$ cat src/rtl/alu_4_pkg.sv
// Shared widths and the result record for the 4-bit SFQ ALU result collector.
// ALU_COLLECT_ZFLAG_EN adds a zero bit to each result record.
package alu_4_pkg;

  localparam int ALU_DATA_W  = 4;
  localparam int ALU_TAG_W   = 3;
  localparam int ALU_LATENCY = 7;

  typedef struct packed {
    logic [ALU_TAG_W-1:0]  tag;
    logic [ALU_DATA_W-1:0] data;
    logic                  carry;
`ifdef ALU_COLLECT_ZFLAG_EN
    logic                  zero;
`endif
  } alu_result_t;

  localparam int ALU_RESULT_W = $bits(alu_result_t);

endpackage

$ cat src/rtl/alu_4_valid_delay.sv
// Shadow {valid, tag} shift register that tracks operations through the ALU.
// It has a synchronous clear so a reset drops every in-flight operation.
module alu_4_valid_delay
  import alu_4_pkg::*;
#(
  parameter int TAG_W   = ALU_TAG_W,
  parameter int LATENCY = ALU_LATENCY
) (
  input  logic             clk,
  input  logic             rst,
  input  logic             in_valid,
  input  logic [TAG_W-1:0] in_tag,
  output logic             out_valid,
  output logic [TAG_W-1:0] out_tag
);

  logic [LATENCY-1:0]            vld_pipe;
  logic [LATENCY-1:0][TAG_W-1:0] tag_pipe;

  always_ff @(posedge clk) begin
    if (rst) begin
      vld_pipe <= '0;
      tag_pipe <= '0;
    end else begin
      vld_pipe[0] <= in_valid;
      tag_pipe[0] <= in_tag;
      for (int i = 1; i < LATENCY; i++) begin
        vld_pipe[i] <= vld_pipe[i-1];
        tag_pipe[i] <= tag_pipe[i-1];
      end
    end
  end

  // The last stage lines up with the cycle the ALU drives this operation's result.
  assign out_valid = vld_pipe[LATENCY-1];
  assign out_tag   = tag_pipe[LATENCY-1];

endmodule

$ cat src/rtl/alu_4_result_collector.sv
// Collects pipelined ALU results into a credit-throttled FIFO with a ready/valid port.
// ALU_COLLECT_ZFLAG_EN stores a zero flag per entry and exposes res_zero.
module alu_4_result_collector
  import alu_4_pkg::*;
#(
  parameter int DATA_W     = ALU_DATA_W,
  parameter int TAG_W      = ALU_TAG_W,
  parameter int LATENCY    = ALU_LATENCY,
  parameter int FIFO_DEPTH = 8
) (
  input  logic                      clk,
  input  logic                      rst,
  input  logic                      issue_valid,
  input  logic [TAG_W-1:0]          issue_tag,
  output logic                      issue_ready,
  input  logic [DATA_W-1:0]         alu_z,
  input  logic                      alu_carry,
  output logic                      res_valid,
  input  logic                      res_ready,
  output logic [DATA_W-1:0]         res_data,
  output logic                      res_carry,
  output logic [TAG_W-1:0]          res_tag,
`ifdef ALU_COLLECT_ZFLAG_EN
  output logic                      res_zero,
`endif
  output logic [$clog2(FIFO_DEPTH):0] credits
);

  localparam int AW = $clog2(FIFO_DEPTH);
  localparam int CW = AW + 1;

  typedef struct packed {
    logic [TAG_W-1:0]  tag;
    logic [DATA_W-1:0] data;
    logic              carry;
`ifdef ALU_COLLECT_ZFLAG_EN
    logic              zero;
`endif
  } entry_t;

  logic             accept, pop, push, full, wr_en, err_overflow;
  logic [TAG_W-1:0] dly_tag;
  logic [AW:0]      wr_ptr, rd_ptr, wr_ptr_nxt, rd_ptr_nxt;
  entry_t           mem [FIFO_DEPTH];
  entry_t           push_entry, head_nxt, head;

  assign issue_ready = (credits != '0);
  assign accept      = issue_valid && issue_ready;
  assign pop         = res_valid && res_ready;

  alu_4_valid_delay #(
    .TAG_W  (TAG_W),
    .LATENCY(LATENCY)
  ) u_delay (
    .clk      (clk),
    .rst      (rst),
    .in_valid (accept),
    .in_tag   (issue_tag),
    .out_valid(push),
    .out_tag  (dly_tag)
  );

  always_comb begin
    push_entry       = '0;
    push_entry.tag   = dly_tag;
    push_entry.data  = alu_z;
    push_entry.carry = alu_carry;
`ifdef ALU_COLLECT_ZFLAG_EN
    push_entry.zero  = (alu_z == '0);
`endif
  end

  assign full  = (wr_ptr[AW] != rd_ptr[AW]) && (wr_ptr[AW-1:0] == rd_ptr[AW-1:0]);
  // A pop in the same cycle frees the slot, so a push into a full FIFO is still safe then.
  assign wr_en = push && (!full || pop);

  assign wr_ptr_nxt = wr_ptr + (AW+1)'(wr_en);
  assign rd_ptr_nxt = rd_ptr + (AW+1)'(pop);

  // Head register is loaded with next cycle's head; a push into an emptying FIFO is
  // taken from the write data since storage is only updated at the same edge.
  always_comb begin
    head_nxt = '0;
    if (rd_ptr_nxt != wr_ptr_nxt) begin
      if (wr_en && (wr_ptr[AW-1:0] == rd_ptr_nxt[AW-1:0]))
        head_nxt = push_entry;
      else
        head_nxt = mem[rd_ptr_nxt[AW-1:0]];
    end
  end

  always_ff @(posedge clk) begin
    if (wr_en) mem[wr_ptr[AW-1:0]] <= push_entry;
  end

  always_ff @(posedge clk) begin
    if (rst) begin
      wr_ptr       <= '0;
      rd_ptr       <= '0;
      res_valid    <= 1'b0;
      head         <= '0;
      credits      <= CW'(FIFO_DEPTH);
      err_overflow <= 1'b0;
    end else begin
      wr_ptr    <= wr_ptr_nxt;
      rd_ptr    <= rd_ptr_nxt;
      res_valid <= (rd_ptr_nxt != wr_ptr_nxt);
      head      <= head_nxt;
      case ({accept, pop})
        2'b10:   credits <= credits - CW'(1);
        2'b01:   credits <= credits + CW'(1);
        default: credits <= credits;
      endcase
      if (push && full && !pop) err_overflow <= 1'b1;
    end
  end

  assign res_data  = head.data;
  assign res_carry = head.carry;
  assign res_tag   = head.tag;
`ifdef ALU_COLLECT_ZFLAG_EN
  assign res_zero  = head.zero;
`endif

  // Credits bound entries plus in-flight ops, so this flag should never rise.
  a_no_overflow: assert property (@(posedge clk) disable iff (rst) !err_overflow);

endmodule

$ cat config.mk
export PLATFORM = sky130hd
export DESIGN_NAME = alu_4_result_collector
export DESIGN_NICKNAME = d
export VERILOG_FILES = /design/src/rtl/alu_4_pkg.sv /design/src/rtl/alu_4_valid_delay.sv /design/src/rtl/alu_4_result_collector.sv
export SDC_FILE = /design/constraint.sdc
export NUM_CORES = 1
export LEC_CHECK = 0
export BUFFER_PORTS_ARGS = -buffer_cell sky130_fd_sc_hd__buf_2
export CAP_MARGIN = 20
export CELL_PAD_IN_SITES_DETAIL_PLACEMENT = 1
export CELL_PAD_IN_SITES_GLOBAL_PLACEMENT = 2
export CORE_UTILIZATION = 44
export DETAILED_ROUTE_END_ITERATION = 10
export PLACE_DENSITY_LB_ADDON = 0.1
export SYNTH_ARGS = -nofsm -noshare
export SYNTH_HDL_FRONTEND = slang
export SYNTH_SLANG_ARGS = --single-unit
$ cat constraint.sdc
create_clock -name clk -period 2.9 [get_ports clk]
set_input_delay 0.435 -clock clk [delete_from_list [all_inputs] [get_ports clk]]
set_output_delay 0.435 -clock clk [all_outputs]
set_load 0.02 [all_outputs]
==> key figures <==
Run status
  – Status: finished clean

Clock tree
  – Setup Buffers After CTS: 0
  – Number of clock sinks: about 110
  – CTS max path bufs: 2
  – Clock Latency Late Sink: approximately 510 ps
  – TritonCTS clock tree: built
  – Root buffer cell: clkbuf_8
  – Num CTS Buffers: 17
  – Hold-fix buffers at CTS: 0
  – H-tree levels: 4
  – Clock-pin slew on the worst setup and hold paths: ~60 ps

STA
  – Worst-margin pin slew: 864 ps
  – Clock Skews: between 7 and 8 ps
  – Setup_tns: 0 ps
  – Max Clock Freq: 0.370 GHz
  – Fin. Hold Viols: 0
  – RSZ-0062 raised after global routing: no
  – Hold Slack: about 140 ps
  – # setup viols final: 0
  – Final Max Tran Viols: 0
  – Shortest period the worst path allows: 2700 ps
  – Final Cycle Share: between 90% and 100%
  – Slew headroom: a little over two fifths

Floorplan
  – Die Ht: 101 µm
  – Core area: ~9300 µm²
  – Initial core utilization: 45.8%
  – Die width: around 100 µm
  – I/O pins: 26
  – Die ar.: between 10,000 and 15,000 µm²
  – Row count: 35

Yosys
  – Syn nets: 297
  – Yosys top cell by area: edfxtp_1
  – Cell Area, Synth: around 4300 µm²
  – Synth unique cells: 35
  – Register area share after synthesis: around two thirds
  – Yosys top cell area share: 45.0%
  – Synth top area cells: edfxtp_1 45%, dfxtp_1 23%, mux4_2 8.4%
  – Yosys reg bits: 113
  – Gate Count Post-Synth: 277
  – Avg Cell Area, Syn: 15.4 µm²
  – Synth async-reset ratio: 0%
  – Primary FF master, synth: edfxtp_1
  – Yosys warns: 0
  – EDFF count, synth: 64

Route
  – ANT nets after route: 0
  – Top layer in use: met4
  – Met1 WL: around 3.6 mm
  – DRT Pass-1 Iters: 4
  – DRC violation count after routing: 0
  – Initial detailed-routing violation count: 103
  – Drt via density: 4.99
  – Met2 wire length: between 4 and 5 mm
  – Routed vias: 2,335
  – Routed WL per cell: approximately 18 µm
  – Final WL: about 8.5 mm
  – DR WL met3: between 200 and 300 µm

Power and ir drop
  – Final Power: approximately 3.9 mW
  – Maximum vdd drop: about 420 µV
  – Pwr per Cell Area: between 700 and 800 nW/µm²
  – Leakage power: around 2.0 nW

Worst hold path
  – HP Class: primary input to flip-flop

Global routing
  – Pin count of the biggest net entering global routing: 42
  – First-pass GRT wire length: 13.3 mm
  – Initial antenna violation count: 0
  – Total GRT Usage: a little under a fifth
  – Total gr overflow: 0
  – Vias in the first global route: 2,448

Run
  – Max_cap viols: 0

Cells and area
  – Area occupied by multi-input gates: 1280 µm²
  – Design Area, Final: roughly 5200 µm²
  – Fillers: 899
  – Commonest non-fill, non-tap cell in the layout: edfxtp_1
  – Most frequent cells in the layout: 64 x edfxtp_1, 48 x dfxtp_1, 30 x nor2b_1
  – Register area: ~2900 µm²
  – Nets@finish: between 300 and 400
  – Area growth syn-to-layout: 22.4%
  – Layout cells sized above 1: just under 30%
  – Number of diodes: 0

Critical path
  – Worst path required time: between 3000 and 4000 ps
  – Worst-path maximum fanout: 5
  – Startpoint types: flip-flop
  – Worst EP arrival: 3080 ps
  – Crit end category: flip-flop
  – WS Path Type: flip-flop to flip-flop

Placed design
  – Port Buffers: 25
  – Post-DP HPWL: between 5 and 6 mm
  – Placed inst area: about 4600 µm²
  – Routability cong.: 0.706
[layout make-up]
type,instances,share of cell area [%]
Sequential cell,113,55.5
Timing Repair Buffer,44,5.60
Clock inverter,12,2.20
Multi-Input combinational cell,148,24.5
Inverter,2,0.143
Clock buffer,20,8.94
Tap cell,129,3.08
[cells by family after synthesis]
group | after synthesis | share of synthesized area, %
DFF | 113 | 67.9
and+or+nand+nor | 87 | 10.5
xor gates and xnor gates | 20 | 4.89
muxes | 17 | 8.67
AOI/OAI and AO/OA | 16 | 3.28
buffers and inverters | 16 | 2.20
adders and majority gates | 8 | 2.52
[critical path: stages, from the launching register on]
cell and delay [ps]:
dfxtp_2 350, or4_1 520, nand2_1 110, ha_1 180, inv_1 90, ha_1 300, a21o_1 190, a21oi_1 160
xnor2_1 100, o21ai_0 130, or3b_2 440
[metal layers]
metal,vias to the layer above,global-route usage [%]
met4,0,8.36
met1,1176,21.2
met2,47,33.4
li1,1101,-
met3,11,4.99
met5,-,0
[flip-flops by register name (all words and copies together), names as in the netlist]
name / flops
credits: 4
mem: 64
rd_ptr: 4
res_carry: 1
res_data: 4
res_tag: 3
res_valid: 1
u_delay.out_tag: 3
u_delay.tag_pipe: 18
u_delay.vld_pipe: 7
wr_ptr: 4
[final timing paths]
kind / startpoint / cells after the start / slack [ps] / to
min: issue_tag[2] / 2 / 140 / u_delay.tag_pipe[2]
max reg2reg: credits[0] / 10 / 200 / credits[3]
min reg2reg: u_delay.tag_pipe[2] / 1 / 430 / u_delay.tag_pipe[5]
max: credits[0] / 10 / 200 / credits[3]
[timing repair]
action                                  4_1_cts  5_1_grt
hold endpoints to repair                      0        0
endpoints found under the setup margin        0        1
resized for setup                             0        1
[synth_stat cells, types with 2 or more instances]
cell type,number
edfxtp_1,64
dfxtp_1,49
nor2b_1,30
nand2_1,19
mux4_2,16
nor2_1,14
nand3_1,11
xnor2_1,10
o211a_1,8
xor2_1,8
ha_1,7
clkbuf_1,6
nor3_1,5
buf_2,3
buf_6,3
a21oi_1,2
buf_4,2
inv_1,2
o21ai_0,2
[stage by stage]
stage                     utilization (%)  worst slack [ps]  std cells
after global routing                 56.1              39.9        468
after floorplan                         -              87.9        277
after detailed placement             49.8               174        436
final                                56.1               200        468
after global placement               49.8               254        436
after CTS                            56.1               157        468
[power by group]
group / switching [mW] / total, mW / internal [mW] / leakage [nW]
sequential: 0.0195 / 1.73 / 1.71 / 0.966
combinational: 0.0841 / 0.150 / 0.0657 / 0.755
clock: 0.745 / 2.00 / 1.25 / 0.288
Note: power is estimated with default switching activity, not from simulation.
